## src/rtl/ieee_adder_pipe.sv

```systemverilog
// Four-stage pipelined IEEE-754 add/subtract with round-to-nearest-even, flush-to-zero
// of subnormals, Inf/NaN handling and {invalid, overflow, inexact, zero} flags.
module ieee_adder_pipe #(
  parameter int unsigned EXP_W   = 8,
  parameter int unsigned MAN_W   = 23,
  parameter int unsigned GUARD_W = 3,
  parameter int unsigned TAG_W   = 4
) (
  input  logic                   clk,
  input  logic                   rst,
  input  logic                   in_valid,
  output logic                   in_ready,
  input  logic [EXP_W+MAN_W:0]   in_a,
  input  logic [EXP_W+MAN_W:0]   in_b,
  input  logic                   in_sub,
  input  logic [TAG_W-1:0]       in_tag,
  output logic                   out_valid,
  input  logic                   out_ready,
  output logic [EXP_W+MAN_W:0]   out_result,
  output logic [TAG_W-1:0]       out_tag,
  output logic [3:0]             out_flags
);

  localparam int unsigned W     = 1 + EXP_W + MAN_W;
  localparam int unsigned SIG_W = 2 + MAN_W + GUARD_W;
  localparam int unsigned EXW   = EXP_W + 2;
  localparam int unsigned LZW   = $clog2(SIG_W);

  localparam logic [EXP_W-1:0]      EXP_MAX = '1;
  localparam logic signed [EXW-1:0] EXP_INF = {2'b00, EXP_MAX};
  localparam logic [W-1:0]          QNAN    = {1'b0, EXP_MAX, 1'b1, {(MAN_W-1){1'b0}}};

  logic w_en;
  assign w_en     = !out_valid || out_ready;
  assign in_ready = w_en;

  // ---------------- S1: unpack / classify / compare ----------------
  logic                   w_sa, w_sb, w_za, w_zb, w_nan_a, w_nan_b, w_inf_a, w_inf_b;
  logic [EXP_W-1:0]       w_ea, w_eb;
  logic [MAN_W-1:0]       w_fa, w_fb;
  logic [EXP_W+MAN_W-1:0] w_mag_a, w_mag_b;
  logic [SIG_W-1:0]       w_sig_a, w_sig_b;
  logic                   w_a_big;
  logic [W-1:0]           w_spec_res;
  logic                   w_invalid;

  assign w_sa    = in_a[W-1];
  assign w_sb    = in_b[W-1] ^ in_sub;
  assign w_ea    = in_a[W-2 -: EXP_W];
  assign w_eb    = in_b[W-2 -: EXP_W];
  assign w_fa    = in_a[MAN_W-1:0];
  assign w_fb    = in_b[MAN_W-1:0];
  assign w_za    = (w_ea == '0);
  assign w_zb    = (w_eb == '0);
  assign w_nan_a = (w_ea == EXP_MAX) && (w_fa != '0);
  assign w_nan_b = (w_eb == EXP_MAX) && (w_fb != '0);
  assign w_inf_a = (w_ea == EXP_MAX) && (w_fa == '0);
  assign w_inf_b = (w_eb == EXP_MAX) && (w_fb == '0);
  // Subnormals flush to zero, so their fraction must not win the magnitude compare
  assign w_mag_a = w_za ? '0 : {w_ea, w_fa};
  assign w_mag_b = w_zb ? '0 : {w_eb, w_fb};
  assign w_sig_a = w_za ? '0 : {2'b01, w_fa, {GUARD_W{1'b0}}};
  assign w_sig_b = w_zb ? '0 : {2'b01, w_fb, {GUARD_W{1'b0}}};
  assign w_a_big = (w_mag_a >= w_mag_b);

  always_comb begin
    w_spec_res = QNAN;
    w_invalid  = 1'b0;
    if (w_nan_a || w_nan_b) begin
      w_spec_res = QNAN;
    end else if (w_inf_a && w_inf_b && (w_sa != w_sb)) begin
      w_spec_res = QNAN;
      w_invalid  = 1'b1;
    end else if (w_inf_a) begin
      w_spec_res = {w_sa, EXP_MAX, {MAN_W{1'b0}}};
    end else if (w_inf_b) begin
      w_spec_res = {w_sb, EXP_MAX, {MAN_W{1'b0}}};
    end
  end

  logic                r1_valid, r1_spec, r1_invalid, r1_sign, r1_eff_sub;
  logic [TAG_W-1:0]    r1_tag;
  logic [W-1:0]        r1_spec_res;
  logic [EXP_W-1:0]    r1_exp, r1_shift;
  logic [SIG_W-1:0]    r1_sig_big, r1_sig_small;

  always_ff @(posedge clk or posedge rst) begin
    if (rst) begin
      r1_valid     <= 1'b0;
      r1_tag       <= '0;
      r1_spec      <= 1'b0;
      r1_spec_res  <= '0;
      r1_invalid   <= 1'b0;
      r1_sign      <= 1'b0;
      r1_eff_sub   <= 1'b0;
      r1_exp       <= '0;
      r1_shift     <= '0;
      r1_sig_big   <= '0;
      r1_sig_small <= '0;
    end else if (w_en) begin
      r1_valid     <= in_valid;
      r1_tag       <= in_tag;
      r1_spec      <= w_nan_a || w_nan_b || w_inf_a || w_inf_b;
      r1_spec_res  <= w_spec_res;
      r1_invalid   <= w_invalid;
      r1_sign      <= w_a_big ? w_sa : w_sb;
      r1_eff_sub   <= w_sa ^ w_sb;
      r1_exp       <= w_a_big ? w_ea : w_eb;
      r1_shift     <= w_a_big ? (w_ea - w_eb) : (w_eb - w_ea);
      r1_sig_big   <= w_a_big ? w_sig_a : w_sig_b;
      r1_sig_small <= w_a_big ? w_sig_b : w_sig_a;
    end
  end

  // ---------------- S2: align smaller operand, collapse lost bits into sticky ----------------
  logic [SIG_W-1:0] w_mask, w_aligned;
  logic             w_sticky2;

  assign w_mask    = ~({SIG_W{1'b1}} << r1_shift);
  assign w_sticky2 = |(r1_sig_small & w_mask);
  assign w_aligned = (r1_sig_small >> r1_shift) | {{(SIG_W-1){1'b0}}, w_sticky2};

  logic                r2_valid, r2_spec, r2_invalid, r2_sign, r2_eff_sub;
  logic [TAG_W-1:0]    r2_tag;
  logic [W-1:0]        r2_spec_res;
  logic [EXP_W-1:0]    r2_exp;
  logic [SIG_W-1:0]    r2_sig_big, r2_sig_small;

  always_ff @(posedge clk or posedge rst) begin
    if (rst) begin
      r2_valid     <= 1'b0;
      r2_tag       <= '0;
      r2_spec      <= 1'b0;
      r2_spec_res  <= '0;
      r2_invalid   <= 1'b0;
      r2_sign      <= 1'b0;
      r2_eff_sub   <= 1'b0;
      r2_exp       <= '0;
      r2_sig_big   <= '0;
      r2_sig_small <= '0;
    end else if (w_en) begin
      r2_valid     <= r1_valid;
      r2_tag       <= r1_tag;
      r2_spec      <= r1_spec;
      r2_spec_res  <= r1_spec_res;
      r2_invalid   <= r1_invalid;
      r2_sign      <= r1_sign;
      r2_eff_sub   <= r1_eff_sub;
      r2_exp       <= r1_exp;
      r2_sig_big   <= r1_sig_big;
      r2_sig_small <= w_aligned;
    end
  end

  // ---------------- S3: add/subtract and normalise ----------------
  logic [SIG_W-1:0]        w_sum, w_diff;
  logic [SIG_W-2:0]        w_norm3;
  logic [LZW-1:0]          w_lz;
  logic signed [EXW-1:0]   w_exp2s, w_exp3;
  logic                    w_zero3, w_flush3, w_sign3;

  assign w_sum   = r2_sig_big + r2_sig_small;
  assign w_diff  = r2_sig_big - r2_sig_small;
  assign w_exp2s = {2'b00, r2_exp};

  always_comb begin
    w_lz = '0;
    for (int i = 0; i < int'(SIG_W) - 1; i++) begin
      if (w_diff[i]) w_lz = LZW'(int'(SIG_W) - 2 - i);
    end
  end

  always_comb begin
    w_norm3  = w_sum[SIG_W-2:0];
    w_exp3   = w_exp2s;
    w_zero3  = 1'b0;
    w_flush3 = 1'b0;
    w_sign3  = r2_sign;
    if (!r2_eff_sub) begin
      w_zero3 = (w_sum == '0);
      if (w_sum[SIG_W-1]) begin
        w_norm3 = {w_sum[SIG_W-1:2], w_sum[1] | w_sum[0]};
        w_exp3  = w_exp2s + EXW'(1);
      end
    end else begin
      w_zero3 = (w_diff == '0);
      w_norm3 = w_diff[SIG_W-2:0] << w_lz;
      w_exp3  = w_exp2s - EXW'(w_lz);
    end
    // Exact zero keeps the common sign only when both operands agree; otherwise +0
    if (w_zero3) begin
      w_sign3 = r2_eff_sub ? 1'b0 : r2_sign;
    end else if (w_exp3 <= 0) begin
      w_flush3 = 1'b1;
    end
  end

  logic                  r3_valid, r3_spec, r3_invalid, r3_sign, r3_zero, r3_flush;
  logic [TAG_W-1:0]      r3_tag;
  logic [W-1:0]          r3_spec_res;
  logic signed [EXW-1:0] r3_exp;
  logic [SIG_W-2:0]      r3_sig;

  always_ff @(posedge clk or posedge rst) begin
    if (rst) begin
      r3_valid    <= 1'b0;
      r3_tag      <= '0;
      r3_spec     <= 1'b0;
      r3_spec_res <= '0;
      r3_invalid  <= 1'b0;
      r3_sign     <= 1'b0;
      r3_zero     <= 1'b0;
      r3_flush    <= 1'b0;
      r3_exp      <= '0;
      r3_sig      <= '0;
    end else if (w_en) begin
      r3_valid    <= r2_valid;
      r3_tag      <= r2_tag;
      r3_spec     <= r2_spec;
      r3_spec_res <= r2_spec_res;
      r3_invalid  <= r2_invalid;
      r3_sign     <= w_sign3;
      r3_zero     <= w_zero3 || w_flush3;
      r3_flush    <= w_flush3;
      r3_exp      <= w_exp3;
      r3_sig      <= w_norm3;
    end
  end

  // ---------------- S4: round to nearest even and pack ----------------
  logic                  w_g, w_rs, w_rup, w_inexact4;
  logic [MAN_W+1:0]      w_mant;
  logic [MAN_W-1:0]      w_frac4;
  logic signed [EXW-1:0] w_exp4;
  logic [W-1:0]          w_res;
  logic [3:0]            w_flags;

  assign w_g        = r3_sig[GUARD_W-1];
  assign w_rs       = |r3_sig[GUARD_W-2:0];
  assign w_rup      = w_g && (w_rs || r3_sig[GUARD_W]);
  assign w_inexact4 = w_g || w_rs;
  assign w_mant     = {1'b0, r3_sig[SIG_W-2:GUARD_W]} + (MAN_W+2)'(w_rup);
  assign w_exp4     = r3_exp + EXW'(w_mant[MAN_W+1]);
  assign w_frac4    = w_mant[MAN_W+1] ? w_mant[MAN_W:1] : w_mant[MAN_W-1:0];

  always_comb begin
    w_res   = '0;
    w_flags = 4'b0000;
    if (r3_spec) begin
      w_res   = r3_spec_res;
      w_flags = {r3_invalid, 3'b000};
    end else if (r3_zero) begin
      w_res   = {r3_sign, {(W-1){1'b0}}};
      w_flags = {2'b00, r3_flush, 1'b1};
    end else if (w_exp4 >= EXP_INF) begin
      w_res   = {r3_sign, EXP_MAX, {MAN_W{1'b0}}};
      w_flags = 4'b0110;
    end else begin
      w_res   = {r3_sign, w_exp4[EXP_W-1:0], w_frac4};
      w_flags = {2'b00, w_inexact4, 1'b0};
    end
  end

  always_ff @(posedge clk or posedge rst) begin
    if (rst) begin
      out_valid  <= 1'b0;
      out_result <= '0;
      out_tag    <= '0;
      out_flags  <= 4'b0000;
    end else if (w_en) begin
      out_valid  <= r3_valid;
      out_result <= w_res;
      out_tag    <= r3_tag;
      out_flags  <= w_flags;
    end
  end

endmodule

```

## config.mk

```make
export PLATFORM = sky130hd
export DESIGN_NAME = ieee_adder_pipe
export DESIGN_NICKNAME = d
export VERILOG_FILES = /design/src/rtl/ieee_adder_pipe.sv
export SDC_FILE = /design/constraint.sdc
export NUM_CORES = 1
export LEC_CHECK = 0
export BUFFER_PORTS_ARGS = -buffer_cell sky130_fd_sc_hd__buf_2
export CORE_MARGIN = 5
export CORE_UTILIZATION = 50
export DETAILED_ROUTE_END_ITERATION = 16
export GPL_ROUTABILITY_DRIVEN = 0
export PLACE_DENSITY = 0.68
export SLEW_MARGIN = 20
export SYNTH_ARGS = -nofsm -noshare
export SYNTH_HDL_FRONTEND = slang
export SYNTH_SLANG_ARGS = --single-unit
```

## constraint.sdc

```tcl
create_clock -name clk -period 11 [get_ports clk]
set_input_delay 3.3 -clock clk [delete_from_list [all_inputs] [get_ports clk]]
set_output_delay 3.3 -clock clk [all_outputs]
set_load 0.05 [all_outputs]
```

### Word-level counts from Yosys, hierarchy flattened

Cells that the tools add are included.

* add/sub/neg operators: 8
* order comparisons: 3
* eq/ne operators: 3
* shifts and indexed selects: 3
* muxes and demuxes: 58
* bitwise operators: 6
* reductions and logical operators: 25

Operators with widths (count)
* two-way mux 27 bit: 6
* two-way mux 32 bit: 5
* two-way mux 5 bit: 27
* two-way mux 31 bit: 4
* zero test 28 bit: 2
* zero test 23 bit: 2
* nonzero test 23 bit: 2
* greater-or-equal comparator 31 bit: 1
* adder 28 bit: 1
* AND 28 bit: 1
* inverter 28 bit: 1
* bitwise OR 28 x 1 -> 28 bit: 1
* OR reduction 28 bit: 1
* << shifter 28 x 8 -> 28 bit (first input constant): 1
* right shift 28 x 8 -> 28 bit: 1
* subtractor 28 bit: 1
* << shifter 27 x 5 -> 27 bit: 1
* adder 24 x 1 -> 25 bit: 1
* two-way mux 23 bit: 1
* equality test 8 bit (second input constant): 2
* zero test 8 bit: 2
* two-way mux 8 bit: 2
* subtractor 8 bit: 2
* adder 10 x 1 -> 10 bit: 1
* 16 further kinds: 37

* register bits after elaboration: 338
* input bits: 73
* word-level logic and storage cells: 141

### Depth between registers and ports, before layout

* depth after elaboration: 34
* mapped depth: 28
* gate-level depth less buffers: 24

### Least setup slack after synthesis

No wires, ideal clock.

* kind: input to output
* start point: input out_ready
* end point: output in_ready
* arrival: 4.609 ns
* data required time: 7.700 ns
* path slack: 3.091 ns
* stages: 5
* buffers on the path: 3
* cell sequence: nor2b_1 -> inv_1 -> clkbuf_1 -> clkbuf_1 -> clkbuf_1

* longest elaborated chain between the ends: 1

RTL lines
* start: declaration: RTL line 18 `input logic out_ready,`
* logical OR 1 bit: RTL line 34 `assign w_en = !out_valid || out_ready;`
* end: declaration: RTL line 12 `output logic in_ready,`

Every way passes these cells.

### Worst setup path after layout

Same ends and word-level chain as after synthesis.

==> metrics.cfg <==
[run_status]
outcome = finished clean

[worst_setup_path]
reg2reg_depth = 24
worstSetupPathType = in -> out
rrSetupSlack_ps = 3290
critPathRequiredTime_ps = 7700
crit_arrival_ps = 4590
worstSetupStartpointType = primary input
end_kind = output port
worstSetupStartpoint = out_ready
cp_max_fo = 58
reg2reg_to = r3_flush
r2r-start = r2_sig_small[0]

[synth]
synth_top_area_share_pct = 30.76
ys_seq_elements = 238
async_flop_share_pct = 100.0
synth_area_leaders = dfrtp_1 (31%), nand2_1 (8.9%), ha_1 (6.9%)
synth-edff-count = 0
synth.cell_area_um2 = 19360
postSynthAreaPerCell_um2 = 7.822
yosysWarnings = 0
synth_largest_area_cell = dfrtp_1
synth-adder-area-share_pct = 7.381
synth_nets = 2659
synthXorXnorAreaFrac_pct = 3.755
synth_compound_area_share_pct = 22.93
ys_types = 94
synthMuxAreaShare_pct = 7.083
synthFlopType = dfrtp_1
yosysSeqAreaShare_pct = 30.76
synth_top_family_by_area = compound AO/OA/AOI/OAI gates
yosys.area_share.simple_pct = 22.85
syn_inst = 2475

[clocking]
cts_tree = yes
clock_sinks = 238
ctsResizeCount = 0
numCtsBuffers = 28
insertion_delay_ps = 570
max-clock-path-buffers = 3
clk_pin_slew_ps = 60
post-cts-setup-buffers = 0
cts_hold_buf = 0
cts-htree-levels = 1
cts.root.buffer_cell = clkbuf_16

[die]
initial_core_util_pct = 50.33
die_h_um = 206.8
fp.dieW_um = 206.8
ios = 115
die_area_um2 = 42760
core-area_um2 = 38470
num_rows = 72

[routing]
drt_wl_total_um = 58420
vias = 18630
drt_iter0_drc = 1783
avgViaCountPerCell = 6.170
drc_errors = 0
drt_pass1_iterations = 8
drt-wirelength-per-cell_um = 19.35
ant_nets = 0

[timing]
slew_violations = 0
fmax_ghz = 0.1268
setup_tns_ps = 0
rsz0062_at_grt = false
hold_viol_final = 0
period_share_pct = 71.70
min_period_ps = 7887
max_slew_margin_pct = 27.39
finalSetupViolations = 0
tightest_slew_ps = 1089
clock_skew_ps = 35.19

[hold_path]
hold_end = r1_tag[0]
min_from = r1_tag[0]
hold_depth = 2
min_path_type = reg -> reg

[final_layout]
final_common_cell = nand2_1
antenna_cells = 0
final_cell_mix = nand2_1 (457), dfrtp_1 (238), o21ai_0 (212)
stdcell_count = 3019
area_growth_pct = 8.809
stdcell_area_um2 = 21070
drive_gt1_share_pct = 10.32
nets = 2663

[place]
dp.cells = 2967
io_buffer_count = 114
dpl_cell_area_um2 = 20120
dp_hpwl_um = 43250

[global_route]
overflow = 0
grt_max_degree = 117
antenna_found_initial = 0
grt.total_usage_pct = 26.53
grt_pass1_vias = 17320
grt_pass1_wl_um = 92930

[job]
maxCapViolCount = 0

worst max-delay path by stage:
stage | endpoint | slack [ps]
detailed placement | r1_shift[3] | 3020
finish | in_ready | 3110
CTS | in_ready | 3120
global placement | r1_shift[3] | 3100
global route | r3_flush | 2770
floorplan | out_flags[0] | 1170
layout make-up:
cell class	instances	area, um2
Timing Repair Buffer	133	713.2
Clock inverter	12	131.4
Sequential cell	238	5956
Tap cell	518	648.1
Multi-Input combinational cell	1978	12410
Clock buffer	40	817.0
Fill cell	3669	17400
Inverter	100	387.9
cells in the mapped netlist, drive strengths merged, types with 12 or more instances:
| master | count |
|---|---|
| nand2 | 457 |
| dfrtp | 238 |
| o21ai | 220 |
| nor2 | 208 |
| a21oi | 163 |
| clkbuf | 135 |
| ha | 107 |
| inv | 96 |
| mux2i | 65 |
| xnor2 | 59 |
| nand3 | 57 |
| a31oi | 48 |
| nor3 | 46 |
| nor2b | 38 |
| and2 | 31 |
| a21o | 26 |
| mux2 | 26 |
| nor4 | 25 |
| buf | 24 |
| nand4 | 24 |
| o211ai | 24 |
| xor2 | 24 |
| nand2b | 21 |
| o21a | 21 |
| a211oi | 20 |
| mux4 | 19 |
| o22ai | 17 |
| a211o | 13 |
| and3 | 12 |
| or3 | 12 |
metal layers:
metal	track usage, %	share of wire (%)	vias up
met1	38.89	45	8822
met2	41.60	44	846
met5	0	0	-
li1	-	-	8823
met3	2.671	6.8	135
met4	8.404	3.4	0
per-stage QoR:
step / setup WS (ps) / utilization (%) / hold slack [ps]
final: 3113 / 54.76 / 464.0
after floorplan: 1169 / - / 430.0
after global routing: 2774 / 54.76 / 483.9
after CTS: 3125 / 54.76 / 468.3
after global placement: 3102 / 52.30 / 446.1
after detailed placement: 3021 / 52.30 / 452.2
sequential cells by signal, indices dropped and copies added, names as in the netlist, 8 cells and up:
signal,flops
r2_sig_big,24
r1_sig_small,24
r3_exp,10
out_result,32
r3_sig,27
r2_sig_small,27
r1_sig_big,24
r1_shift,8
r1_exp,8
r2_exp,8
worst max-delay path: stages:
cell and delay, ps:
buf_2 110, nor2b_4 100, buf_4 530, inv_4 220, buf_2 290
kinds of logic (layout without fill, tap and decap cells):
family	count (synthesis)	in the layout
AND/OR/NAND/NOR	980	980
AO/OA/AOI/OAI	693	693
buffers and inverters	259	285
flip-flops	238	238
adder cells (fa/ha/maj)	112	112
multiplexers	110	110
XOR/XNOR	83	83
Power is not shown: default switching activity piles up to over one toggle a cycle in this logic, so the estimate is an artifact.
